**src/rtl/difftest_pkg.sv**
```systemverilog
// Shared types and helpers for the difftest commit-trace buffer.
package difftest_pkg;

  // Width of pc and write data carried by one commit record.
  parameter int XLEN = 64;

  // Widest in_valid vector that popcount handles.
  localparam int MAX_LANES = 16;
  localparam int POP_W     = $clog2(MAX_LANES + 1);

  // One retired instruction as seen by the difftest debug interface.
  typedef struct packed {
    logic [XLEN-1:0] pc;
    logic [4:0]      reg_num;
    logic [XLEN-1:0] wdata;
  } commit_t;

  // Number of set bits in a lane-valid vector.
  function automatic logic [POP_W-1:0] popcount(input logic [MAX_LANES-1:0] v);
    logic [POP_W-1:0] sum;
    sum = '0;
    for (int i = 0; i < MAX_LANES; i++) begin
      sum = sum + POP_W'(v[i]);
    end
    return sum;
  endfunction

endpackage

```
**src/rtl/commit_compactor.sv**
```systemverilog
// Turns a sparse per-lane valid vector into a record count and a dense slot
// offset per lane, so valid lanes land in consecutive FIFO entries in
// program order regardless of holes.
module commit_compactor #(
  parameter int NCOMMIT = 2,
  parameter int NW      = $clog2(NCOMMIT + 1)
) (
  input  logic [NCOMMIT-1:0] in_valid,
  output logic [NW-1:0]      n,
  output logic [NW-1:0]      offset [NCOMMIT]
);
  import difftest_pkg::*;

  logic [NW-1:0] run;

  // Exclusive prefix sum: a lane's slot is the number of valid older lanes.
  always_comb begin
    // NOTE: blocking assignments here are intentional; the running sum must be
    // visible to the next loop iteration within the same evaluation.
    run = '0;
    for (int i = 0; i < NCOMMIT; i++) begin
      offset[i] = run;
      run       = run + NW'(in_valid[i]);
    end
  end

  // Total records offered this cycle.
  always_comb begin
    n = NW'(popcount(MAX_LANES'(in_valid)));
  end

endmodule

```
**src/rtl/difftest_commit_buffer.sv**
```systemverilog
// Commit-trace buffer: compacts up to NCOMMIT retirements per cycle into a
// circular FIFO and drains one record per cycle to the single-lane difftest
// interface. Pushes offered while the FIFO lacks NCOMMIT free slots are
// dropped whole and latch a sticky overflow flag.
module difftest_commit_buffer #(
  parameter int NCOMMIT = 2,
  parameter int XLEN    = 64,
  parameter int DEPTH   = 8
) (
  input  logic                       aclk,
  input  logic                       aresetn,
  input  logic [NCOMMIT-1:0]         in_valid,
  input  logic [NCOMMIT*XLEN-1:0]    in_pc,
  input  logic [NCOMMIT*5-1:0]       in_reg_num,
  input  logic [NCOMMIT*XLEN-1:0]    in_wdata,
  output logic                       in_ready,
  output logic                       out_valid,
  output logic [XLEN-1:0]            out_pc,
  output logic [4:0]                 out_reg_num,
  output logic [XLEN-1:0]            out_wdata,
  input  logic                       out_ready,
  output logic [$clog2(DEPTH+1)-1:0] count,
  output logic                       overflow
);
  import difftest_pkg::*;

  localparam int PW = $clog2(DEPTH);
  localparam int CW = $clog2(DEPTH + 1);
  localparam int NW = $clog2(NCOMMIT + 1);

  logic [PW-1:0] wr_ptr_q, wr_ptr_d;
  logic [PW-1:0] rd_ptr_q, rd_ptr_d;
  logic [CW-1:0] count_q,  count_d;
  logic          overflow_q, overflow_d;

  commit_t       mem [DEPTH];
  commit_t       lane_rec [NCOMMIT];
  commit_t       head;
  logic [NW-1:0] n_valid;
  logic [NW-1:0] n_acc;
  logic [NW-1:0] lane_offset [NCOMMIT];
  logic          push_en;
  logic          pop;

  commit_compactor #(
    .NCOMMIT (NCOMMIT),
    .NW      (NW)
  ) u_compactor (
    .in_valid (in_valid),
    .n        (n_valid),
    .offset   (lane_offset)
  );

  // Unpack the flat lane buses into records.
  always_comb begin
    for (int i = 0; i < NCOMMIT; i++) begin
      lane_rec[i].pc      = in_pc[i*XLEN +: XLEN];
      lane_rec[i].reg_num = in_reg_num[i*5 +: 5];
      lane_rec[i].wdata   = in_wdata[i*XLEN +: XLEN];
    end
  end

  // Handshake and next-state: in_ready depends on registered count only, so
  // there is no combinational path from out_ready to in_ready.
  always_comb begin
    in_ready   = (count_q <= CW'(DEPTH - NCOMMIT));
    out_valid  = (count_q != '0);
    push_en    = in_ready;
    pop        = out_valid && out_ready;
    n_acc      = push_en ? n_valid : '0;
    wr_ptr_d   = wr_ptr_q + PW'(n_acc);
    rd_ptr_d   = rd_ptr_q + PW'(pop);
    count_d    = count_q + CW'(n_acc) - CW'(pop);
    overflow_d = overflow_q || ((|in_valid) && !in_ready);
  end

  // Control state register.
  always_ff @(posedge aclk or negedge aresetn) begin
    if (!aresetn) begin
      wr_ptr_q   <= '0;
      rd_ptr_q   <= '0;
      count_q    <= '0;
      overflow_q <= 1'b0;
    end else begin
      wr_ptr_q   <= wr_ptr_d;
      rd_ptr_q   <= rd_ptr_d;
      count_q    <= count_d;
      overflow_q <= overflow_d;
    end
  end

  // Record storage: each accepted lane goes to wr_ptr plus its compacted slot.
  // NOTE: the array has no reset; an entry is only read once count says it was
  // written, so clearing it would cost a reset net for no behavioural gain.
  always_ff @(posedge aclk) begin
    for (int i = 0; i < NCOMMIT; i++) begin
      if (push_en && in_valid[i]) begin
        mem[wr_ptr_q + PW'(lane_offset[i])] <= lane_rec[i];
      end
    end
  end

  // Head read; data is forced to zero while nothing is buffered.
  always_comb begin
    head        = mem[rd_ptr_q];
    out_pc      = out_valid ? head.pc      : '0;
    out_reg_num = out_valid ? head.reg_num : '0;
    out_wdata   = out_valid ? head.wdata   : '0;
    count       = count_q;
    overflow    = overflow_q;
  end

endmodule

```
**config.mk**
```make
export PLATFORM = sky130hd
export DESIGN_NAME = difftest_commit_buffer
export DESIGN_NICKNAME = d
export VERILOG_FILES = /design/src/rtl/difftest_pkg.sv /design/src/rtl/commit_compactor.sv /design/src/rtl/difftest_commit_buffer.sv
export SDC_FILE = /design/constraint.sdc
export NUM_CORES = 1
export LEC_CHECK = 0
export BUFFER_PORTS_ARGS = -buffer_cell sky130_fd_sc_hd__buf_2
export CAP_MARGIN = 20
export CORE_ASPECT_RATIO = 1.1
export CORE_MARGIN = 4
export CORE_UTILIZATION = 50
export CTS_CLUSTER_SIZE = 24
export DETAILED_ROUTE_END_ITERATION = 8
export PLACE_DENSITY = 0.68
export SETUP_SLACK_MARGIN = 0.3
export SLEW_MARGIN = 20
export SYNTH_ARGS = -nofsm -noshare
export SYNTH_HDL_FRONTEND = slang
export SYNTH_SLANG_ARGS = --single-unit
export TNS_END_PERCENT = 100
```
**constraint.sdc**
```tcl
create_clock -name aclk -period 13.8 [get_ports aclk]
set_input_delay 3.45 -clock aclk [delete_from_list [all_inputs] [get_ports aclk]]
set_output_delay 3.45 -clock aclk [all_outputs]
set_load 0.05 [all_outputs]
```
[Yosys cells after proc, flatten, opt, wreduce, memory -nomap -nowiden]
Memories as Yosys holds them, arrays and structs flattened.
Index checks and enable logic that the tools add are counted.
Storage, ports and cells
  bits in latches: 0
  register bits: 11
  memories: 1
  logic and storage cells: 28
  bits in read-only memories: 0
  bits in writable memories: 1064
Memories
  mem: depth 8, width 133, rd ports 1, clocked after Yosys merged registers in 0, write ports 2, RTL line difftest_commit_buffer.sv:36  | commit_t mem [DEPTH];
Operators by class
  add/subtract/negate cells: 6
  order comparisons: 1
  eq/ne operators: 0
  $mul: 0
  shift operators: 0
  muxes and demuxes: 8
  div/mod/pow operators: 0
  reduce and logical (&&, ||, !) cells: 8
  bitwise logic cells: 0
Operators with widths (count)
  64-bit 2-to-1 mux: 2
  3-bit by 1-bit adder with 3-bit output: 2
  5-bit 2-to-1 mux: 1
  4-bit by 2-bit adder with 4-bit output: 1
  4-bit by 3-bit less-or-equal comparator with 1-bit output, second input constant: 1
  1-bit logical AND: 4
  1-bit 2-to-1 mux: 4
  4-bit nonzero test: 1
  4-bit by 1-bit subtractor with 4-bit output: 1
  3-bit by 2-bit adder with 3-bit output: 1
  1-bit by 1-bit adder with 2-bit output: 1
  2-bit 2-to-1 mux: 1
  2-bit OR reduction: 1
  1-bit zero test: 1
  1-bit logical OR: 1

[Depth between registers and ports, before layout]
  depth in word-level cells: 4
  mapped depth: 12

[Hierarchy]
A second synthesis with hierarchy kept.
Unflattened totals
  cell total of the unflattened synthesis: 2832
  area, all modules: 53110.9 um^2
Modules (own cells, without submodules)
  difftest_commit_buffer: instances 1, area each 53064.6 um^2, cells an instance 2826
  commit_compactor: instances 1, area each 46.3 um^2, cells an instance 6

[Worst setup path before layout]
Ideal clock, no wire load.
  path kind: input port to flip-flop
  start point: input port in_valid[0]
  end point: memory mem[4][0] in the netlist's numbering, enable pin
  setup slack: 5.286 ns
  setup time: 0.501 ns
  stages on the path: 7
  arrival: 8.014 ns
  data required time: 13.299 ns
  cells stage by stage: ha_1 > ha_1 > or3b_1 > nor4_4 > buf_2 > buf_2 > a41o_1
RTL lines
  start, declared: RTL line difftest_commit_buffer.sv:12  | input logic [NCOMMIT-1:0] in_valid,
  end, declared: RTL line difftest_commit_buffer.sv:36

[Worst setup path after layout]
  start point: register rd_ptr_q[0]
  end point: output port out_wdata[61]
Between the ends
  longest elaborated chain between the ends: 2
Ends and longest elaborated chain
  start, declared: RTL line difftest_commit_buffer.sv:32  | logic [PW-1:0] rd_ptr_q, rd_ptr_d;
  start signal, assigned: RTL line difftest_commit_buffer.sv:86  | rd_ptr_q <= rd_ptr_d;
  memory read 8 x 133 bit
  64-bit 2-to-1 mux: RTL line difftest_commit_buffer.sv:108  | out_wdata = out_valid ? head.wdata : '0;
  end, declared: RTL line difftest_commit_buffer.sv:20  | output logic [XLEN-1:0] out_wdata,
Every way passes these cells.

==> impl_results.md <==
* Worst hold-check path type: flip-flop to flip-flop
* Placed cell count at 4,472
* Syn Area/Cell at 18.83 sq um
* Arr. time, crit path at 4.40 ns
* IO Count at 411
* Hold path depth at 1
* CTS root buffer: clkbuf_16
* Seq pwr share at 35.1%
* Most frequent cells after synthesis: edfxtp_1, mux2_2, mux4_2
* Peak supply drop at 0.1677 mV
* First-pass GRT wire length at 212.5 mm
* Slowest-stage cell, CP: buf_4
* Fmax achieved at 127.3 MHz
* Slew @ Worst Pin at 1.200 ns
* Worst Hold Path EP: overflow
* Synth cell types at 34
* Source of the worst register-to-register timing path: wr_ptr_q[0]
* Setup Skew at 0.01833 ns
* Post-route DRC at 0
* Seq cells post-synth at 1,075
* Sequential element share of the synthesized area at 60.79%
* Status: finished clean
* Layout cells sized above 1 at 52.15%
* Asr flop ratio synth at 1.023%
* Die Y at 349.5 um
* Vias per cell at 6.272
* Post-CTS sizing at 0
* Post-synth EDFFs at 1,064
* Num CTS Buffers at 113
* Period utilization at 56.91%
* Synth Warn # at 0
* R2R Setup Slk at 9.02 ns
* Crit path max fanout at 41
* RSZ-0062 raised after global routing: false
* Final setup viols at 0
* Dpl hpwl at 79.50 mm
* Most frequent cell after synthesis: edfxtp_1
* Sw frac at 39.91%
* Syn Nets at 3,103
* Internal Dissipation at 8.203 mW
* Cell mode on critical path: buf_4
* Data required, critical path at 10.35 ns
* Synth top area share at 60.27%
* Total track usage at 25.70%
* Initial Util at 50.29%
* Initial DRC count at 2,765
* Hold Violations, Final at 0
* Worst Setup Start Kind: flip-flop
* FF-to-FF path depth at 8
* Crit path capture type: primary output
* Max cap viols at 0
* IO buf count at 410
* CP peak stage delay at 0.82 ns
* Pwr Density at 227.8 nW/um^2
* Worst skew pair latency at 0.68 ns
* Multi-input logic area at 19,890 sq um
* Hold-fix buffers, CTS at 0
* Antenna violations before repair at 74
* Worst reg2reg endpoint: mem[4][2]
* Util after Layout at 56.85%
* Post-Syn Instances at 2,816
* Die W at 318.5 um
* Routability cong. at 0.7782
* Post-Synthesis Cell Area at 53,010 sq um
* Post-route cell area at 59,930 sq um
* ANT nets after route at 0
* Placed cell area at 56,430 sq um
* Post-CTS Setup Inserts at 0
* Row count at 125
* Worst hold margin at 0.4978 ns
* Total Wirelength at 145.0 mm
* Synth top area cells: edfxtp_1, mux2_2, mux4_2
* Fin Setup TNS at 0 ns
* Clock share of power at 20.8%
* Hold_sp: overflow
* Number of detailed-route iterations in the first pass at 5
* # H-tree levels at 3
* Critical Path, Cell by Cell: buf_4, buf_4, mux4_2, a22o_1, buf_2
* Area Growth Syn to Fin at 13.04%
* CP Class: flip-flop to primary output
* Comb power frac at 44.1%
* Clock buffer depth at 3
* CTS tree: built
* Static Leak at 19.88 nW
* Largest net degree at the start of global routing at 134
* Die Area at 111,300 sq um
* Total area of sequential cells at 32,230 sq um
* Post-Layout Cell Count at 4,710
* P_sw at 5.448 mW
* Ys flop type: edfxtp_1
* Drt wl/cell at 30.79 um
* Slew Limit Fails at 0
* Number of global-route vias before repair at 31,680
* Max-slew headroom at 20.01%
* Fill count at 8,121
* CORE AREA at 105,400 sq um
* Routed via count at 29,540
* Congestion Overflow GR at 0
* Final net count at 3,477
* CTS Sinks at 1,075
* Synth area leader: edfxtp_1
* Crit path time final at 7.854 ns
* Reg clk slew, reported paths at 0.06 ns
state kept, by name, summed over array words and instances, names as in the netlist:
signal and count:
mem 1064, count 4, rd_ptr_q 3, wr_ptr_q 3, overflow 1
how the worst max path moves through the flow:
stage                startpoint             to  depth (start not counted)  slack (ns)
floorplan           in_valid[0]      mem[4][0]                          7        5.29
global placement    in_valid[0]      mem[4][1]                          9        5.84
detailed placement  in_valid[0]      mem[4][2]                          9        5.88
CTS                 rd_ptr_q[0]  out_wdata[12]                          5        5.61
global route        rd_ptr_q[0]  out_wdata[61]                          5        5.59
finish              rd_ptr_q[0]  out_wdata[61]                          5        5.95
per-layer routing:
| layer | share of wire, % | up-vias | global-route usage (%) |
|---|---|---|---|
| met3 | 7.5 | 227 | 6.073 |
| met4 | 2.1 | 40 | 7.441 |
| li1 | - | 12530 | - |
| met1 | 40 | 15680 | 33.36 |
| met5 | 0.18 | - | 0 |
| met2 | 50 | 1067 | 43.53 |
logic make-up (layout without fill, tap and decap cells):
logic type	after synthesis	after routing	synth area share [%]
flip-flops	1075	1075	60.79
adder cells (fa/ha/maj)	16	16	0.4060
buffers and inverters	215	672	1.862
multiplexers	1330	1330	33.90
AND/OR/NAND/NOR	29	29	0.5404
other	0	40	0
AO/OA/AOI/OAI	145	145	2.374
XOR/XNOR	6	6	0.1275
worst max-delay path, delay by kind of cell (launching register included):
| family | cells | cell delay [ns] |
|---|---|---|
| buffers and inverters | 3 | 1.87 |
| flip-flops | 1 | 0.81 |
| multiplexers | 1 | 0.59 |
| AO/OA/AOI/OAI | 1 | 0.32 |
stage by stage:
step | setup WS [ns] | power (mW)
floorplan | 5.286 | 9.149
global placement | 5.836 | 10.81
detailed placement | 5.876 | 10.92
CTS | 5.615 | 13.78
global route | 5.589 | 14.18
finish | 5.946 | 13.65
cell usage in the layout (no fill, tap or decap), drive strengths merged, types with 11 or more instances in the layout:
cell    synthesis  layout
a22o          133     133
buf           146     463
clkbuf         58     137
clkinv          0      53
dfrtp          11      11
diode           0      40
edfxtp       1064    1064
ha             14      14
inv            11      14
mux2         1064    1064
mux4          266     266
power groups by stage:
stage,clock network [mW],registers [mW],logic [mW]
floorplan,0,4.81,4.34
global route,3.03,4.85,6.30
detailed placement,0,4.86,6.06
CTS,2.89,4.80,6.08
global placement,0,4.81,6.00
finish,2.84,4.79,6.02
final cells by class:
type | instances | share of cell area (%)
Antenna cell | 40 | 0.1670
Clock buffer | 137 | 4.940
Clock inverter | 61 | 0.7057
Inverter | 11 | 0.06890
Multi-Input combinational cell | 1526 | 33.19
Sequential cell | 1075 | 53.79
Tap cell | 1397 | 2.917
Timing Repair Buffer | 463 | 4.226
(Power assumes the default switching activity.)
